File: src/rtl/codec_slave_port.sv
// rtl/codec_slave_port.sv - I2S-style CODEC slave port sampled on the system clock
//
// Follows an externally driven SCLK/LRCLK pair and works only in the clk domain.
// Incoming bits on SDin are collected into left/right words. The shadowed
// transmit words are shifted out on SDout. SCLK, LRCLK and SDin are never used
// as clocks.
//
// Ports:
//   clk, rst_n      system clock, asynchronous active-low reset
//   RSTn            CODEC reset from the master, active low, synchronous hold-idle
//   SCLK, LRCLK     bit clock and frame clock from the master (LRCLK low = left)
//   SDin / SDout    serial data in / out, MSB first, change on SCLK fall
//   rx_lft, rx_rht  last complete received left/right pair
//   rx_vld          one-clk pulse when rx_lft/rx_rht are updated
//   tx_lft, tx_rht  words to transmit, captured at each accepted LRCLK fall
//   tx_ld           one-clk pulse when the transmit words are captured
//   frm_err         one-clk pulse when a slot ends early
//   lpbk            (CODEC_SLAVE_LOOPBACK_EN only) capture rx words for transmit
//
// Optional feature macro: CODEC_SLAVE_LOOPBACK_EN

module codec_slave_port #(
    parameter int DATA_W      = 16,
    parameter int SYNC_STAGES = 2
) (
    input  logic              clk,
    input  logic              rst_n,
    input  logic              RSTn,
    input  logic              SCLK,
    input  logic              LRCLK,
    input  logic              SDin,
    output logic              SDout,
    output logic [DATA_W-1:0] rx_lft,
    output logic [DATA_W-1:0] rx_rht,
    output logic              rx_vld,
    input  logic [DATA_W-1:0] tx_lft,
    input  logic [DATA_W-1:0] tx_rht,
`ifdef CODEC_SLAVE_LOOPBACK_EN
    input  logic              lpbk,
`endif
    output logic              tx_ld,
    output logic              frm_err
);

    localparam int CNT_W = $clog2(DATA_W + 1);
    localparam logic [CNT_W-1:0] BIT_LAST = CNT_W'(DATA_W - 1);
    localparam logic [CNT_W-1:0] TX_DONE  = CNT_W'(DATA_W);

    typedef enum logic [2:0] {
        IDLE, L_DLY, L_SHIFT, L_PAD, R_DLY, R_SHIFT, R_PAD
    } state_t;

    // Synchronizers: identical depth keeps SCLK/LRCLK/SDin alignment intact.
    logic [SYNC_STAGES-1:0] sclk_sync_q;
    logic [SYNC_STAGES-1:0] lrclk_sync_q;
    logic [SYNC_STAGES-1:0] sdin_sync_q;
    logic                   sclk_prev_q;
    logic                   lrclk_prev_q;

    always_ff @(posedge clk or negedge rst_n) begin
        if (!rst_n) begin
            sclk_sync_q  <= '0;
            lrclk_sync_q <= '1;   // idle-high LRCLK must not look like a fall
            sdin_sync_q  <= '0;
            sclk_prev_q  <= 1'b0;
            lrclk_prev_q <= 1'b1;
        end else begin
            sclk_sync_q[0]  <= SCLK;
            lrclk_sync_q[0] <= LRCLK;
            sdin_sync_q[0]  <= SDin;
            for (int i = 1; i < SYNC_STAGES; i++) begin
                sclk_sync_q[i]  <= sclk_sync_q[i-1];
                lrclk_sync_q[i] <= lrclk_sync_q[i-1];
                sdin_sync_q[i]  <= sdin_sync_q[i-1];
            end
            sclk_prev_q  <= sclk_sync_q[SYNC_STAGES-1];
            lrclk_prev_q <= lrclk_sync_q[SYNC_STAGES-1];
        end
    end

    logic sclk_s, lrclk_s, sd_s;
    logic sclk_rise, sclk_fall, lr_rise, lr_fall;

    assign sclk_s    = sclk_sync_q[SYNC_STAGES-1];
    assign lrclk_s   = lrclk_sync_q[SYNC_STAGES-1];
    assign sd_s      = sdin_sync_q[SYNC_STAGES-1];
    assign sclk_rise = sclk_s & ~sclk_prev_q;
    assign sclk_fall = ~sclk_s & sclk_prev_q;
    assign lr_rise   = lrclk_s & ~lrclk_prev_q;
    assign lr_fall   = ~lrclk_s & lrclk_prev_q;

    // Transmit capture source.
    logic [DATA_W-1:0] cap_l, cap_r;
`ifdef CODEC_SLAVE_LOOPBACK_EN
    assign cap_l = lpbk ? rx_lft : tx_lft;
    assign cap_r = lpbk ? rx_rht : tx_rht;
`else
    assign cap_l = tx_lft;
    assign cap_r = tx_rht;
`endif

    state_t            state_q;
    logic [CNT_W-1:0]  bit_cnt_q;
    logic [CNT_W-1:0]  tx_cnt_q;
    logic [DATA_W-1:0] rx_sh_q;
    logic [DATA_W-1:0] lft_hold_q;
    logic              lft_ok_q;     // a full left word has arrived this frame
    logic [DATA_W-1:0] tx_sh_q;
    logic [DATA_W-1:0] tx_r_sh_q;
    logic              in_slot;

    // Slot states in which an LRCLK edge means the slot was cut short.
    assign in_slot = (state_q == L_DLY) || (state_q == L_SHIFT) ||
                     (state_q == R_DLY) || (state_q == R_SHIFT);

    always_ff @(posedge clk or negedge rst_n) begin
        if (!rst_n) begin
            state_q    <= IDLE;
            bit_cnt_q  <= '0;
            tx_cnt_q   <= TX_DONE;
            rx_sh_q    <= '0;
            lft_hold_q <= '0;
            lft_ok_q   <= 1'b0;
            tx_sh_q    <= '0;
            tx_r_sh_q  <= '0;
            rx_lft     <= '0;
            rx_rht     <= '0;
            rx_vld     <= 1'b0;
            tx_ld      <= 1'b0;
            frm_err    <= 1'b0;
            SDout      <= 1'b0;
        end else begin
            rx_vld  <= 1'b0;
            tx_ld   <= 1'b0;
            frm_err <= 1'b0;
            if (!RSTn) begin
                // rx_lft/rx_rht intentionally keep their last values here.
                state_q   <= IDLE;
                bit_cnt_q <= '0;
                tx_cnt_q  <= TX_DONE;
                lft_ok_q  <= 1'b0;
                SDout     <= 1'b0;
            end else if (lr_fall) begin
                // Start of a left slot; any SCLK fall this cycle is the delay bit.
                frm_err   <= in_slot;
                state_q   <= L_DLY;
                bit_cnt_q <= '0;
                lft_ok_q  <= 1'b0;
                tx_sh_q   <= cap_l;
                tx_r_sh_q <= cap_r;
                tx_ld     <= 1'b1;
                tx_cnt_q  <= '0;
                SDout     <= 1'b0;
            end else if (lr_rise && state_q != IDLE) begin
                frm_err   <= in_slot;
                state_q   <= R_DLY;
                bit_cnt_q <= '0;
                tx_sh_q   <= tx_r_sh_q;
                tx_cnt_q  <= '0;
                SDout     <= 1'b0;
            end else begin
                if (state_q != IDLE && sclk_fall) begin
                    if (tx_cnt_q != TX_DONE) begin
                        SDout    <= tx_sh_q[DATA_W-1];
                        tx_sh_q  <= {tx_sh_q[DATA_W-2:0], 1'b0};
                        tx_cnt_q <= tx_cnt_q + 1'b1;
                    end else begin
                        SDout <= 1'b0;
                    end
                end
                if (sclk_rise) begin
                    case (state_q)
                        L_DLY: state_q <= L_SHIFT;
                        R_DLY: state_q <= R_SHIFT;
                        L_SHIFT: begin
                            rx_sh_q <= {rx_sh_q[DATA_W-2:0], sd_s};
                            if (bit_cnt_q == BIT_LAST) begin
                                lft_hold_q <= {rx_sh_q[DATA_W-2:0], sd_s};
                                lft_ok_q   <= 1'b1;
                                bit_cnt_q  <= '0;
                                state_q    <= L_PAD;
                            end else begin
                                bit_cnt_q <= bit_cnt_q + 1'b1;
                            end
                        end
                        R_SHIFT: begin
                            rx_sh_q <= {rx_sh_q[DATA_W-2:0], sd_s};
                            if (bit_cnt_q == BIT_LAST) begin
                                // Publish only a pair whose left half was complete.
                                if (lft_ok_q) begin
                                    rx_lft <= lft_hold_q;
                                    rx_rht <= {rx_sh_q[DATA_W-2:0], sd_s};
                                    rx_vld <= 1'b1;
                                end
                                lft_ok_q  <= 1'b0;
                                bit_cnt_q <= '0;
                                state_q   <= R_PAD;
                            end else begin
                                bit_cnt_q <= bit_cnt_q + 1'b1;
                            end
                        end
                        default: ;
                    endcase
                end
            end
        end
    end

endmodule

File: config.mk
export PLATFORM = sky130hd
export DESIGN_NAME = codec_slave_port
export DESIGN_NICKNAME = d
export VERILOG_FILES = /design/src/rtl/codec_slave_port.sv
export SDC_FILE = /design/constraint.sdc
export NUM_CORES = 1
export LEC_CHECK = 0
export ABC_AREA = 1
export CAP_MARGIN = 20
export CORE_UTILIZATION = 40
export CTS_CLUSTER_DIAMETER = 100
export DETAILED_ROUTE_END_ITERATION = 8
export GPL_TIMING_DRIVEN = 0
export PLACE_DENSITY = 0.71
export REMOVE_ABC_BUFFERS = 1
export SETUP_SLACK_MARGIN = 0.2
export SYNTH_ARGS = -nofsm -noshare
export SYNTH_HDL_FRONTEND = slang
export SYNTH_SLANG_ARGS = --single-unit
File: constraint.sdc
create_clock -name clk -period 1.8 [get_ports clk]
set_input_delay 0.27 -clock clk [delete_from_list [all_inputs] [get_ports clk]]
set_output_delay 0.27 -clock clk [all_outputs]
set_load 0.005 [all_outputs]
==> metrics.txt, run 1 <==
status=finished, violations left; violated checks=negative setup slack; clk_lat worst skew=0.42 ns; Sink Count=121; Post-Place Cells=slightly above 900; wire per inst=roughly 17 µm; Final Util=0.632; Cell Area, Synth=roughly 5600 µm²; Final Hold Fails=0; vias per cell=roughly 5.3; reg2reg path depth=10; Fill cells=980; Register Area=roughly 3000 µm²; Core Area=~14,000 µm²; Root Buffer=clkbuf_16; largest net degree at the start of global routing=71; worst-path fanout max=9; top post-synthesis cells by area=dfrtp_1, nand2_1, nand3_1, inv_1, o21bai_1; final setup fails=1; TritonCTS clock tree=done; die width=between 100 and 150 µm; Multi-input gate area=about 2700 µm²; Die Y=about 120 µm; #FFs+latches synth=between 100 and 150; CTS max path bufs=2; CP peak stage delay=between 0.5 and 0.6 ns; Relative slew margins=0.671; global-route wire length before repair=26,000 µm; IO Count=74; Setup CP Type=reg2reg; Slew Viols, Final=0; number of port buffers=73; Worst Clk Skew=~0.013 ns; Worst Setup EP=rx_lft[9]$_DFFE_PN0P_; initial DRC count=468; vias in the first global route=about 5.2k; Layout area overhead=51.6%; worst vdd ir=0.572 mV; Yosys cell types=25; Die Area=roughly 15,000 µm²; H-tree levels=4; Pwr Density=930 nW/µm²; top cell type by total area after synthesis=dfrtp_1; worst hold path class=in2reg; max frequency=554 MHz; Worst path slowest cell=dfstp_2; Initial Utilization=0.417; critical path, cell by cell=nor2_4 > buf_6 > a21oi_4 > buf_12 > buf_12 > nand2_8 > nor2_4 > buf_4 > nand2_1 > nand2_1; CTS Buf Count=17; Synth Warn #=0; CP required=around 2.2 ns; worst-margin pin slew=0.491 ns; reg-to-reg slack, setup=-0.004 ns; Row Count=42; reg2reg start=lrclk_prev_q$_DFF_PN1_; Final GP Congestion=0.766; vias after detailed routing=5,457; critical path launch point type=flop; post-synth top area share=0.520; Final nets=890; crit path capture type=flop; sequential-to-total area share from yosys stat=0.539; crit path DAT=roughly 2.2 ns; cell count after synthesis=about 700; Mean Syn Cell Area=approximately 8.2 µm²; Remaining Overflow, GRT=0; leakage=between 4 and 5 nW; final wirelength=around 18,000 µm; drt pass-1 iters=5; # DRC=0; antenna-violating nets left=0; worst hold margin=approximately 0.26 ns; final cell count without fillers=1,038; layout cell share with drive strength beyond 1=0.253; Final WS setup=-0.00444 ns; DP Area=6470 µm²; Final min period=between 1.5 and 2 ns; post-detail-place hpwl=7570 µm; n_diodes=0; finished layout cell area=8530 µm²; terminus of the critical flop-to-flop path=rx_lft[9]$_DFFE_PN0P_; Clk pin slew, worst setup/hold paths=0.06 ns; Total Power=approximately 0.0079 W; max-cap check violation count=0; Total Routing Usage GR=0.231; RSZ-0062 raised after global routing=true; fin crit share=1.00; initial antenna violation count=0; CP Launch Point=lrclk_prev_q$_DFF_PN1_
metrics by stage:
stage,worst slack [ns],TNS (ns)
after floorplan,-0.241,-14.36
after global placement,-4.33,-610.72
after detailed placement,-1.01,-76.16
after CTS,0.135,0
after global routing,-0.0286,-0.0542
final,-0.00444,-0.00444
flip-flops by register name, indices dropped and copies added, names as in the netlist:
| name | cells |
|---|---|
| lft_hold_q | 16 |
| rx_lft | 16 |
| rx_rht | 16 |
| tx_r_sh_q | 16 |
| tx_sh_q | 16 |
| rx_sh_q | 15 |
| bit_cnt_q | 5 |
| tx_cnt_q | 5 |
| state_q | 3 |
| lrclk_sync_q | 2 |
| sclk_sync_q | 2 |
| sdin_sync_q | 2 |
| SDout | 1 |
| frm_err | 1 |
| lft_ok_q | 1 |
| lrclk_prev_q | 1 |
| rx_vld | 1 |
| sclk_prev_q | 1 |
| tx_ld | 1 |
power breakdown:
part,switching [W],internal [W]
combinational,0.000805,0.000573
clock,0.00129,0.00212
sequential,0.000168,0.00298
total,0.00226,0.00567
cell usage after synthesis:
cell type / n
a21oi_1: 5
a21oi_4: 1
buf_1: 1
buf_2: 9
buf_4: 8
buf_6: 1
clkbuf_1: 8
clkbuf_2: 1
dfrtp_1: 117
dfstp_2: 4
ha_1: 3
inv_1: 82
inv_2: 2
nand2_1: 287
nand2_2: 7
nand2_4: 2
nand3_1: 69
nand3_2: 1
nand4_1: 3
nand4_4: 1
nor2_1: 11
nor2_4: 6
o21ai_0: 25
o21bai_1: 32
xor2_1: 4
kinds of logic (layout without fill, tap and decap cells):
| kind of cell | count (synthesis) | after routing | share of synthesized area |
|---|---|---|---|
| xor gates and xnor gates | 4 | 4 | 0.00622 |
| adders and majority gates | 3 | 3 | 0.00667 |
| AOI/OAI and AO/OA | 63 | 63 | 0.0722 |
| DFF | 121 | 121 | 0.539 |
| buffers and inverters | 112 | 274 | 0.0836 |
| and+or+nand+nor | 387 | 397 | 0.293 |
placed cells by master (no fill, tap or decap), types with 6 or more instances in the layout:
cell type,instances
clkdlybuf4s50_1,68
o21ai_0,18
clkbuf_16,19
nor2_4,11
buf_4,46
nand3_1,68
nor2_1,6
nand2_4,10
o21bai_1,31
nand2_8,15
inv_1,79
buf_6,22
nand2_1,238
nand2_2,41
dfrtp_1,115
buf_12,12
area by class of cell:
type / count / share of cell area
Clock buffer: 19 / 0.0531
Clock inverter: 13 / 0.0170
Inverter: 84 / 0.0378
Multi-Input combinational cell: 467 / 0.312
Sequential cell: 121 / 0.356
Tap cell: 176 / 0.0258
Timing Repair Buffer: 158 / 0.199
layer usage:
metal,share of wire,global-route usage,vias to the layer above
met5,0,0,-
met4,0.038,0.120,0
met3,0.077,0.0538,71
met2,0.49,0.366,290
met1,0.40,0.296,2613
li1,-,-,2483
worst max-delay path: cells and delay by family (launching register included):
kind,cells,cell delay [ns]
compound gates,1,0.17
flops,1,0.59
simple gates,5,0.42
buf+inv,4,0.57
what timing repair did:
| action | 4_1_cts | 5_1_grt |
|---|---|---|
| hold endpoints to repair | 48 | 0 |
| pin swaps | 19 | 36 |
| gates cloned | 9 | 6 |
| gates resized for setup | 51 | 96 |
| setup endpoints to repair | 96 | 105 |
| buffers inserted | 53 | 24 |
| hold buffers | 1 | 0 |
how the worst min path moves through the flow:
stage               slack (ns)  cells past startpoint                     start                        end
finish                    0.26                      1                     LRCLK  lrclk_sync_q[0]$_DFF_PN1_
global route              0.26                      1                     LRCLK  lrclk_sync_q[0]$_DFF_PN1_
CTS                       0.25                      1                     LRCLK  lrclk_sync_q[0]$_DFF_PN1_
detailed placement        0.26                      1                     rst_n            tx_ld$_DFF_PN0_
global placement          0.33                      0  sdin_sync_q[0]$_DFF_PN0_   sdin_sync_q[1]$_DFF_PN0_
floorplan                -0.03                      0                     rst_n          SDout$_DFFE_PN0P_
Note: power is estimated with default switching activity, not from simulation.
==> inputs of run 2 (changes only) <==
--- a/config.mk
+++ b/config.mk
@@ -9,6 +9,7 @@
 export CAP_MARGIN = 20
 export CORE_UTILIZATION = 40
 export CTS_CLUSTER_DIAMETER = 100
+export CTS_CLUSTER_SIZE = 30
 export DETAILED_ROUTE_END_ITERATION = 8
 export GPL_TIMING_DRIVEN = 0
 export PLACE_DENSITY = 0.71
==> results of run 2 <==
The final DEF is identical to that of run 1; final timing and power are the same.
